===== config.mk =====
export PLATFORM = sky130hd
export DESIGN_NAME = i2c_target_regs
export DESIGN_NICKNAME = d
export VERILOG_FILES = /design/src/rtl/i2c_target_regs.sv
export SDC_FILE = /design/constraint.sdc
export NUM_CORES = 1
export LEC_CHECK = 0
export BUFFER_PORTS_ARGS = -buffer_cell sky130_fd_sc_hd__buf_2
export CORE_MARGIN = 2
export CORE_UTILIZATION = 32
export DETAILED_ROUTE_END_ITERATION = 10
export GPL_ROUTABILITY_DRIVEN = 0
export PLACE_DENSITY = 0.49
export SETUP_SLACK_MARGIN = 0.15
export SLEW_MARGIN = 25
export SYNTH_ARGS = -nofsm -noshare
export SYNTH_HDL_FRONTEND = slang
export SYNTH_SLANG_ARGS = --single-unit
export TNS_END_PERCENT = 1

===== constraint.sdc =====
create_clock -name clk -period 1.8 [get_ports clk]
set_input_delay 0.09 -clock clk [delete_from_list [all_inputs] [get_ports clk]]
set_output_delay 0.09 -clock clk [all_outputs]
set_load 0.05 [all_outputs]

===== src/rtl/i2c_target_regs.sv =====
// i2c_target_regs: I2C target with a 2**AW-byte register file and a local register-write strobe.
// Ports: clk system clock (>= 8x SCL); rstn async active-low reset; scl_i/sda_i raw bus inputs;
//        sda_oe 1 pulls SDA low (open drain); busy high from matched address until STOP/START;
//        wr_stb one-clk pulse per register write with wr_addr/wr_data.
// Build option: I2C_TGT_AUTOINC_EN advances the register pointer after each written or ACKed read byte.
module i2c_target_regs #(
    parameter logic [6:0] TGT_ADDR = 7'h57,
    parameter int         AW       = 4,
    parameter logic [7:0] RST_VAL  = 8'h00
) (
    input  logic          clk,
    input  logic          rstn,
    input  logic          scl_i,
    input  logic          sda_i,
    output logic          sda_oe,
    output logic          busy,
    output logic          wr_stb,
    output logic [AW-1:0] wr_addr,
    output logic [7:0]    wr_data
);
`ifdef I2C_TGT_AUTOINC_EN
    localparam logic [AW-1:0] PTR_STEP = AW'(1);
`else
    localparam logic [AW-1:0] PTR_STEP = '0;
`endif
    typedef enum logic [3:0] {IDLE, ADDR, ADDR_ACK, PTR, PTR_ACK, WDATA, WDATA_ACK, RDATA, RACK, IDLE_WAIT} state_t;
    state_t        state_q, state_d;
    logic [2:0]    scl_q, scl_d, sda_q, sda_d;
    logic [3:0]    bit_cnt_q, bit_cnt_d;
    logic [7:0]    shift_q, shift_d, wr_data_q, wr_data_d;
    logic [AW-1:0] ptr_q, ptr_d, wr_addr_q, wr_addr_d;
    logic          rw_q, rw_d, sda_oe_q, sda_oe_d, busy_q, busy_d, wr_stb_q, wr_stb_d;
    logic [7:0]    regs_q [2**AW];
    logic [7:0]    regs_d [2**AW];
    logic          scl_rise, scl_fall, start_c, stop_c, byte_done;
    logic [7:0]    byte_in, rd_byte;
    // bit [1] is the synchronised level, bit [2] the previous sample for edge detection
    assign scl_rise  = scl_q[1] & ~scl_q[2];
    assign scl_fall  = ~scl_q[1] & scl_q[2];
    assign start_c   = scl_q[1] & scl_q[2] & sda_q[2] & ~sda_q[1];
    assign stop_c    = scl_q[1] & scl_q[2] & ~sda_q[2] & sda_q[1];
    assign byte_in   = {shift_q[6:0], sda_q[1]};
    assign byte_done = scl_rise && bit_cnt_q == 4'd7;
    assign rd_byte   = regs_q[ptr_q];
    always_comb begin
        scl_d     = {scl_q[1:0], scl_i};
        sda_d     = {sda_q[1:0], sda_i};
        state_d   = state_q;
        bit_cnt_d = bit_cnt_q;
        shift_d   = shift_q;
        ptr_d     = ptr_q;
        regs_d    = regs_q;
        rw_d      = rw_q;
        sda_oe_d  = sda_oe_q;
        busy_d    = busy_q;
        wr_stb_d  = 1'b0;
        wr_addr_d = wr_addr_q;
        wr_data_d = wr_data_q;
        if (start_c) begin
            state_d   = ADDR;
            bit_cnt_d = '0;
            sda_oe_d  = 1'b0;
            busy_d    = 1'b0;
        end else if (stop_c) begin
            state_d  = IDLE;
            sda_oe_d = 1'b0;
            busy_d   = 1'b0;
        end else begin
            if (scl_rise && (state_q == ADDR || state_q == PTR || state_q == WDATA)) begin
                shift_d   = byte_in;
                bit_cnt_d = bit_cnt_q + 4'd1;
            end
            case (state_q)
                ADDR: if (byte_done) begin
                    state_d = byte_in[7:1] == TGT_ADDR ? ADDR_ACK : IDLE;
                    busy_d  = byte_in[7:1] == TGT_ADDR;
                    rw_d    = byte_in[0];
                end
                PTR: if (byte_done) begin
                    ptr_d   = byte_in[AW-1:0];
                    state_d = PTR_ACK;
                end
                WDATA: if (byte_done) begin
                    regs_d[ptr_q] = byte_in;
                    wr_stb_d      = 1'b1;
                    wr_addr_d     = ptr_q;
                    wr_data_d     = byte_in;
                    ptr_d         = ptr_q + PTR_STEP;
                    state_d       = WDATA_ACK;
                end
                // receivers never drive SDA, so the first fall opens the ack slot and the next closes it
                ADDR_ACK, PTR_ACK, WDATA_ACK: if (scl_fall) begin
                    if (!sda_oe_q) sda_oe_d = 1'b1;
                    else begin
                        bit_cnt_d = '0;
                        state_d   = state_q == ADDR_ACK ? (rw_q ? RDATA : PTR) : WDATA;
                        shift_d   = rd_byte;
                        sda_oe_d  = state_q == ADDR_ACK && rw_q && !rd_byte[7];
                    end
                end
                RDATA: begin
                    if (scl_rise) bit_cnt_d = bit_cnt_q + 4'd1;
                    if (scl_fall) begin
                        shift_d  = {shift_q[6:0], 1'b0};
                        sda_oe_d = bit_cnt_q != 4'd8 && !shift_q[6];
                        if (bit_cnt_q == 4'd8) state_d = RACK;
                    end
                end
                // bit_cnt 9 marks an ACKed byte waiting for the SCL fall to present the next one
                RACK: begin
                    if (scl_rise) begin
                        state_d   = sda_q[1] ? IDLE_WAIT : RACK;
                        ptr_d     = sda_q[1] ? ptr_q : ptr_q + PTR_STEP;
                        bit_cnt_d = 4'd9;
                    end
                    if (scl_fall && bit_cnt_q == 4'd9) begin
                        shift_d   = rd_byte;
                        sda_oe_d  = !rd_byte[7];
                        bit_cnt_d = '0;
                        state_d   = RDATA;
                    end
                end
                default: ;
            endcase
        end
    end
    always_ff @(posedge clk or negedge rstn) begin
        if (!rstn) begin
            state_q   <= IDLE;
            scl_q     <= '1;
            sda_q     <= '1;
            bit_cnt_q <= '0;
            shift_q   <= '0;
            ptr_q     <= '0;
            regs_q    <= '{default: RST_VAL};
            rw_q      <= 1'b0;
            sda_oe_q  <= 1'b0;
            busy_q    <= 1'b0;
            wr_stb_q  <= 1'b0;
            wr_addr_q <= '0;
            wr_data_q <= '0;
        end else begin
            state_q   <= state_d;
            scl_q     <= scl_d;
            sda_q     <= sda_d;
            bit_cnt_q <= bit_cnt_d;
            shift_q   <= shift_d;
            ptr_q     <= ptr_d;
            regs_q    <= regs_d;
            rw_q      <= rw_d;
            sda_oe_q  <= sda_oe_d;
            busy_q    <= busy_d;
            wr_stb_q  <= wr_stb_d;
            wr_addr_q <= wr_addr_d;
            wr_data_q <= wr_data_d;
        end
    end
    assign sda_oe  = sda_oe_q;
    assign busy    = busy_q;
    assign wr_stb  = wr_stb_q;
    assign wr_addr = wr_addr_q;
    assign wr_data = wr_data_q;
endmodule


# After elaboration in Yosys (flattened, before gate mapping)
# Cells that the tools add are included.
dict set report classes {
  n_addsub 1
  n_lt_le_gt_ge 2
  eq_ne 23
  muxes 52
  n_bitwise 14
  n_reduce_logical 23
}
# cell n
set op_table {}
lappend op_table {{$bwmux W128} 1}
lappend op_table {{$mux W4} 19}
lappend op_table {{$mux W8} 8}
lappend op_table {{$ne A4 B4 Y1 const B} 9}
lappend op_table {{$bmux W8 S4} 1}
lappend op_table {{$demux W8 S4} 1}
lappend op_table {{$pmux W4 S6} 1}
lappend op_table {{$pmux W8 S3} 1}
lappend op_table {{$eq A4 B3 Y1 const B} 5}
lappend op_table {{$reduce_and A4 Y1} 4}
lappend op_table {{$mux W1} 15}
lappend op_table {{$eq A4 B4 Y1 const B} 3}
lappend op_table {{$pmux W4 S3} 1}
lappend op_table {{$reduce_and A9 Y1} 1}
lappend op_table {{$eq A4 B2 Y1 const B} 2}
lappend op_table {{$reduce_bool A8 Y1} 1}
lappend op_table {{$and A1 B1 Y1} 7}
lappend op_table {{$eq A7 B7 Y1 const B} 1}
lappend op_table {{$logic_and A1 B1 Y1} 7}
lappend op_table {{$mux W3} 2}
lappend op_table {{$not A1 Y1} 6}
lappend op_table {{$reduce_bool A3 Y1} 2}
lappend op_table {{$ge A5 B5 Y1 const B} 1}
lappend op_table {{$lt A5 B1 Y1 const B} 1}
lappend op_table {{other kinds (12)} 15}
dict set report word_totals {
  register_bits 170
}

# Depth between registers and ports, before layout
dict set report logic_depth {
  depth_word 11
  depth_mapped 7
  ltp_nobuf 7
}

# Least setup slack after synthesis
# Ideal clock, no wire load.
dict set report synth_path {
  kind {reg2reg}
  start {register ptr_q[0]}
  end {register shift_q[5]}
  t_arrival_ps 1849
  t_required_ps 1674
  path_slack_ps -175
  path_stages_with_launch 7
  n_path_buf 2
  synth_period_minus_slack_ps 1975
  path_cell_list {dfrtp_1 -> buf_2 -> buf_2 -> mux4_2 -> a22oi_1 -> a21oi_1 -> a221o_1}
}
dict set report synth_via {
  elab_chain_cells 7
}
# item line
set synth_lines {}
lappend synth_lines {{from (decl)} 31} ;# logic [AW-1:0] ptr_q, ptr_d, wr_addr_q, wr_addr_d;
lappend synth_lines {{from (signal assigned)} 148} ;# ptr_q <= ptr_d;
lappend synth_lines {{$not A4 Y5 (implied by the code) (*)} 44} ;# assign rd_byte = regs_q[ptr_q];
lappend synth_lines {{$bmux W8 S4 (*)} 44}
lappend synth_lines {{$mux W8 (implied by the code) (*) (2 in series)} 44}
lappend synth_lines {{$mux W8} 93} ;# if (!sda_oe_q) sda_oe_d = 1'b1;
lappend synth_lines {{$mux W8} 92} ;# ADDR_ACK, PTR_ACK, WDATA_ACK: if (scl_fall) begin
lappend synth_lines {{$pmux W8 S3 (*)} 73} ;# case (state_q)
lappend synth_lines {{to (signal assigned)} 147} ;# shift_q <= shift_d;
lappend synth_lines {{to (decl)} 30} ;# logic [7:0] shift_q, shift_d, wr_data_q, wr_data_d;
# Every way passes the cells marked *; elsewhere a longest branch is shown, timed or not. The select of a mux whose other input is x is not followed.
# A chain may end at the register's enable or synchronous reset.

# Worst setup path in the final report
dict set report layout_path {
  start {register state_q[2]}
  end {register shift_q[6]}
}
dict set report layout_via {
  elab_chain_cells 8
}
# item line
set layout_lines {}
lappend layout_lines {{from (decl)} 27} ;# state_t state_q, state_d;
lappend layout_lines {{from (signal assigned)} 143} ;# state_q <= state_d;
lappend layout_lines {{$eq A4 B1 Y1 or $eq A4 B2 Y1 (tied branches)} 69} ;# if (scl_rise && (state_q == ADDR || state_q == PTR || state_q == WDATA)) begin
lappend layout_lines {{$logic_or A1 B1 Y1 (2 in series)} 69}
lappend layout_lines {{$logic_and A1 B1 Y1} 69}
lappend layout_lines {{$mux W8} 69}
lappend layout_lines {{$mux W8} 93}
lappend layout_lines {{$mux W8} 92}
lappend layout_lines {{$pmux W8 S3 (*)} 73}
# Every way passes the cells marked *; elsewhere a longest branch is shown, timed or not.

==> metrics.txt <==
# TYPE chip_impl_metric gauge
chip_impl_info{name="postSynth.topFlopCell",value="sky130_fd_sc_hd__dfrtp_1"} 1
chip_impl_metric{name="timing.final.crit_period",unit="ns"} 2.021
chip_impl_metric{name="synth_async_sr_flop_share",unit="%"} 100.0
chip_impl_info{name="cp_cell_sequence",value="or4b_4 -> nand2_2 -> nor2_2 -> o31a_1 -> a221o_1"} 1
chip_impl_metric{name="max_slew_violations",unit=""} 0
chip_impl_info{name="cts_tree",value="yes"} 1
chip_impl_metric{name="worstPathRequired",unit="ns"} 2.11
chip_impl_metric{name="relative_slew_slack",unit="%"} 63.13
chip_impl_info{name="synth_top_family_by_area",value="multiplexers"} 1
chip_impl_metric{name="pwr_density_cell",unit="nW/um^2"} 782.2
chip_impl_metric{name="routed-via-count",unit=""} 5300
chip_impl_metric{name="die_height",unit="microns"} 161.9
chip_impl_metric{name="yosys.area_share.adder",unit="%"} 0.4705
chip_impl_metric{name="detail_route.first_pass.iterations",unit=""} 4
chip_impl_info{name="run_status",value="finished, violations left"} 1
chip_impl_metric{name="synth_simple_gate_area_share",unit="%"} 6.713
chip_impl_metric{name="finalHoldViolations",unit=""} 0
chip_impl_metric{name="num_antenna_cells",unit=""} 0
chip_impl_metric{name="synth.net_count",unit=""} 580
chip_impl_info{name="startpoint_type_of_the_worst_setup_path",value="register"} 1
chip_impl_metric{name="post_synth.cell_area_avg",unit="sq um"} 13.92
chip_impl_metric{name="share_of_the_synthesized_area_in_compound_gates_ao_oa_aoi_oai",unit="%"} 6.995
chip_impl_info{name="timing.hold.worst.class",value="input port to async pin"} 1
chip_impl_info{name="timing.critical_path.to_type",value="register"} 1
chip_impl_metric{name="grt_pass1_wl",unit="microns"} 33120
chip_impl_metric{name="vdd.ir_drop.worst",unit="mV"} 0.6460
chip_impl_metric{name="cts_num_sinks",unit=""} 169
chip_impl_metric{name="clk-insertion-delay-late",unit="ns"} 0.43
chip_impl_info{name="critPathKind",value="register to register"} 1
chip_impl_metric{name="synth.cell_area",unit="sq um"} 7978
chip_impl_metric{name="io_pins",unit=""} 19
chip_impl_metric{name="die_area",unit="sq um"} 26210
chip_impl_metric{name="grt_antenna_before_repair",unit=""} 0
chip_impl_metric{name="ys_seq_area_share",unit="%"} 53.11
chip_impl_metric{name="post_synthesis_sequential_element_count",unit=""} 169
chip_impl_metric{name="synth_cell_type_count",unit=""} 62
chip_impl_info{name="grt_setup_unrepaired",value="true"} 1
chip_impl_metric{name="worstMarginPinSlew",unit="ns"} 0.5510
chip_impl_metric{name="die_width",unit="microns"} 161.9
chip_impl_metric{name="worstRegToRegCells",unit=""} 5
chip_impl_metric{name="worst_clock_skew",unit="ns"} 0.01193
chip_impl_metric{name="total_switching_power",unit="mW"} 1.919
chip_impl_metric{name="htree_levels",unit=""} 4
chip_impl_metric{name="rows",unit=""} 57
chip_impl_metric{name="grt_pass1_vias",unit=""} 5686
chip_impl_info{name="worstReg2RegStart",value="state_q[2]$_DFFE_PN0P_"} 1
chip_impl_metric{name="setup_tns",unit="ns"} -14.16
chip_impl_metric{name="leakage",unit="nW"} 4.650
chip_impl_metric{name="layout-drive-gt1-share",unit="%"} 53.41
chip_impl_metric{name="max-clock-path-buffers",unit=""} 2
chip_impl_metric{name="grt_util_all_layers",unit="%"} 16.64
chip_impl_metric{name="timing.critical_path.slowest_cell_delay",unit="ns"} 0.62
chip_impl_metric{name="detail_route.wl_per_cell",unit="microns"} 20.55
chip_impl_metric{name="grt_max_degree",unit=""} 74
chip_impl_metric{name="crit_path_max_fanout",unit=""} 7
chip_impl_metric{name="post-route-util",unit="%"} 41.09
chip_impl_metric{name="crit_arrival",unit="ns"} 2.33
chip_impl_metric{name="period_share",unit="%"} 112.3
chip_impl_metric{name="wirelength",unit="microns"} 20820
chip_impl_info{name="failed_checks",value="setup timing"} 1
chip_impl_metric{name="syn_inst",unit=""} 573
chip_impl_metric{name="final_net_count",unit=""} 683
chip_impl_info{name="cpMaxStageDelayCell",value="sky130_fd_sc_hd__or4b_4"} 1
chip_impl_metric{name="setup_ws",unit="ns"} -0.2209
chip_impl_metric{name="drt_first_iter_violations",unit=""} 412
chip_impl_metric{name="cts.reportedPaths.clkPinSlew",unit="ns"} 0.07
chip_impl_metric{name="max_freq",unit="MHz"} 494.8
chip_impl_metric{name="area_growth",unit="%"} 25.64
chip_impl_metric{name="effective_utilization_at_floorplan",unit="%"} 32.71
chip_impl_info{name="clock_tree.root_cell",value="sky130_fd_sc_hd__clkbuf_16"} 1
chip_impl_metric{name="power_frac_clock",unit="%"} 45.4
chip_impl_metric{name="switching_share",unit="%"} 24.48
chip_impl_metric{name="timing.max_cap.violations",unit=""} 0
chip_impl_metric{name="synth-xor-area-share",unit="%"} 0.2196
chip_impl_metric{name="cts_made_buffers",unit=""} 17
chip_impl_metric{name="core-area",unit="sq um"} 24390
chip_impl_metric{name="synth.mux.area_fraction",unit="%"} 29.88
chip_impl_metric{name="vias_per_cell",unit=""} 5.232
chip_impl_metric{name="total_setup_violations_reported_at_the_end_of_the_flow",unit=""} 157
chip_impl_metric{name="overflow",unit=""} 0
chip_impl_metric{name="p_int",unit="mW"} 5.921
chip_impl_metric{name="power.combinational.fraction",unit="%"} 5.4
chip_impl_metric{name="synthesis.yosys.warnings",unit=""} 0
chip_impl_info{name="layout.cells.most_common_list",value="sky130_fd_sc_hd__dfrtp_1 (160), sky130_fd_sc_hd__mux2_2 (132), sky130_fd_sc_hd__buf_4 (78)"} 1
chip_impl_metric{name="seqPwrFrac",unit="%"} 49.3
chip_impl_metric{name="post-dp-hpwl",unit="microns"} 14300
chip_impl_metric{name="drt_drc_violations_left",unit=""} 0
chip_impl_info{name="commonest_non_fill_non_tap_cell_in_the_layout",value="sky130_fd_sc_hd__dfrtp_1"} 1
chip_impl_metric{name="synth_enable_flop_cells",unit=""} 0
chip_impl_metric{name="numPortBuffers",unit=""} 18
chip_impl_metric{name="drt.antenna.violating_nets",unit=""} 0
chip_impl_info{name="timing.critical_path.from",value="state_q[2]$_DFFE_PN0P_"} 1
sequential cells by signal, indices dropped and copies added (netlist names):
register and cells:
wr_data 8, scl_q 3, busy 1, state_q 4
wr_addr 4, sda_q 3, ptr_q 4, regs_q 128
bit_cnt_q 4, shift_q 7, wr_stb 1, rw_q 1
sda_oe 1
layout make-up:
type,instances,area (sq um)
clock buffer,18,429.2
clock inverter,14,137.6
inverter,6,22.52
timing repair buffer,126,1085
tap,324,405.4
multi-input combinational,356,3704
sequential,169,4240
fill,2259,14370
Yosys cell counts (4+ instances only):
| master | instances | area (sq um) |
|---|---|---|
| sky130_fd_sc_hd__a211oi_1 | 4 | 30.03 |
| sky130_fd_sc_hd__a21oi_1 | 12 | 60.06 |
| sky130_fd_sc_hd__a221o_1 | 7 | 70.07 |
| sky130_fd_sc_hd__a22oi_1 | 15 | 112.6 |
| sky130_fd_sc_hd__buf_2 | 11 | 55.05 |
| sky130_fd_sc_hd__clkbuf_1 | 27 | 101.4 |
| sky130_fd_sc_hd__dfrtp_1 | 163 | 4079 |
| sky130_fd_sc_hd__dfstp_2 | 6 | 157.7 |
| sky130_fd_sc_hd__inv_1 | 6 | 22.52 |
| sky130_fd_sc_hd__mux2_1 | 8 | 90.09 |
| sky130_fd_sc_hd__mux2_2 | 137 | 1543 |
| sky130_fd_sc_hd__mux4_2 | 32 | 720.7 |
| sky130_fd_sc_hd__nand2_1 | 19 | 71.32 |
| sky130_fd_sc_hd__nand2b_1 | 4 | 25.02 |
| sky130_fd_sc_hd__nand3_1 | 18 | 90.09 |
| sky130_fd_sc_hd__nor2_1 | 16 | 60.06 |
| sky130_fd_sc_hd__nor2_4 | 4 | 45.04 |
| sky130_fd_sc_hd__nor2b_1 | 8 | 50.05 |
| sky130_fd_sc_hd__nor3_1 | 7 | 35.03 |
| sky130_fd_sc_hd__o21ai_0 | 6 | 30.03 |
final timing paths:
path | endpoint | slack [ns]
min | shift_q[5]$_DFFE_PN0P_ | 0.19
max in group asynchronous | regs_q[32]$_DFFE_PN0P_ | 0.85
max reg2reg | shift_q[6]$_DFFE_PN0P_ | -0.22
min in group clk | scl_q[0]$_DFF_PN1_ | 0.31
max | shift_q[6]$_DFFE_PN0P_ | -0.22
min reg2reg | scl_q[1]$_DFF_PN1_ | 0.36
critical path: cells and delay by family (launching register included):
kind / cells / cell delay [ns]
AOI/OAI and AO/OA: 2 / 0.72
DFF: 1 / 0.41
and+or+nand+nor: 3 / 0.77
what timing repair did:
item	4_1_cts	5_1_grt
buffers inserted	4	4
resized for setup	29	29
gates cloned	0	1
pin swaps	15	8
hold buffers	3	0
setup endpoints to repair	160	162
hold endpoints to repair	46	0
per-stage QoR:
step	hold WS (ns)	setup slack (ns)	instance area, sq um	total power, mW	cells
floorplan	-0.2056	-0.1087	7981	4.081	573
global route	0.2252	-0.2779	10020	8.158	1013
finish	0.1851	-0.2209	10020	7.840	1013
detailed placement	0.07995	-0.2525	9096	4.340	969
global placement	0.07088	-0.2645	9096	4.332	969
CTS	0.1820	-0.2124	9864	7.947	1008
power by group through the flow:
| stage | clock network, mW | logic [mW] | registers [mW] |
|---|---|---|---|
| after global placement | 0 | 0.400 | 3.93 |
| after detailed placement | 0 | 0.408 | 3.93 |
| final | 3.56 | 0.421 | 3.86 |
| after floorplan | 0 | 0.151 | 3.93 |
| after CTS | 3.67 | 0.420 | 3.86 |
| after global routing | 3.82 | 0.471 | 3.86 |
layer usage:
layer	up-vias	global-route usage (%)	share of wire, %
li1	2365	-	-
met1	2818	22.04	45
met2	97	28.05	50
met3	20	3.422	4.0
met4	0	4.143	1.2
met5	-	0	0
cells by family (layout without fill, tap and decap cells):
| family | Yosys count | in the layout |
|---|---|---|
| compound gates | 75 | 75 |
| fa+ha+maj | 3 | 3 |
| flops | 169 | 169 |
| mux | 180 | 180 |
| buf+inv | 48 | 164 |
| xor+xnor | 2 | 2 |
| simple gates | 96 | 96 |
Power figures use the tool's default switching activity.
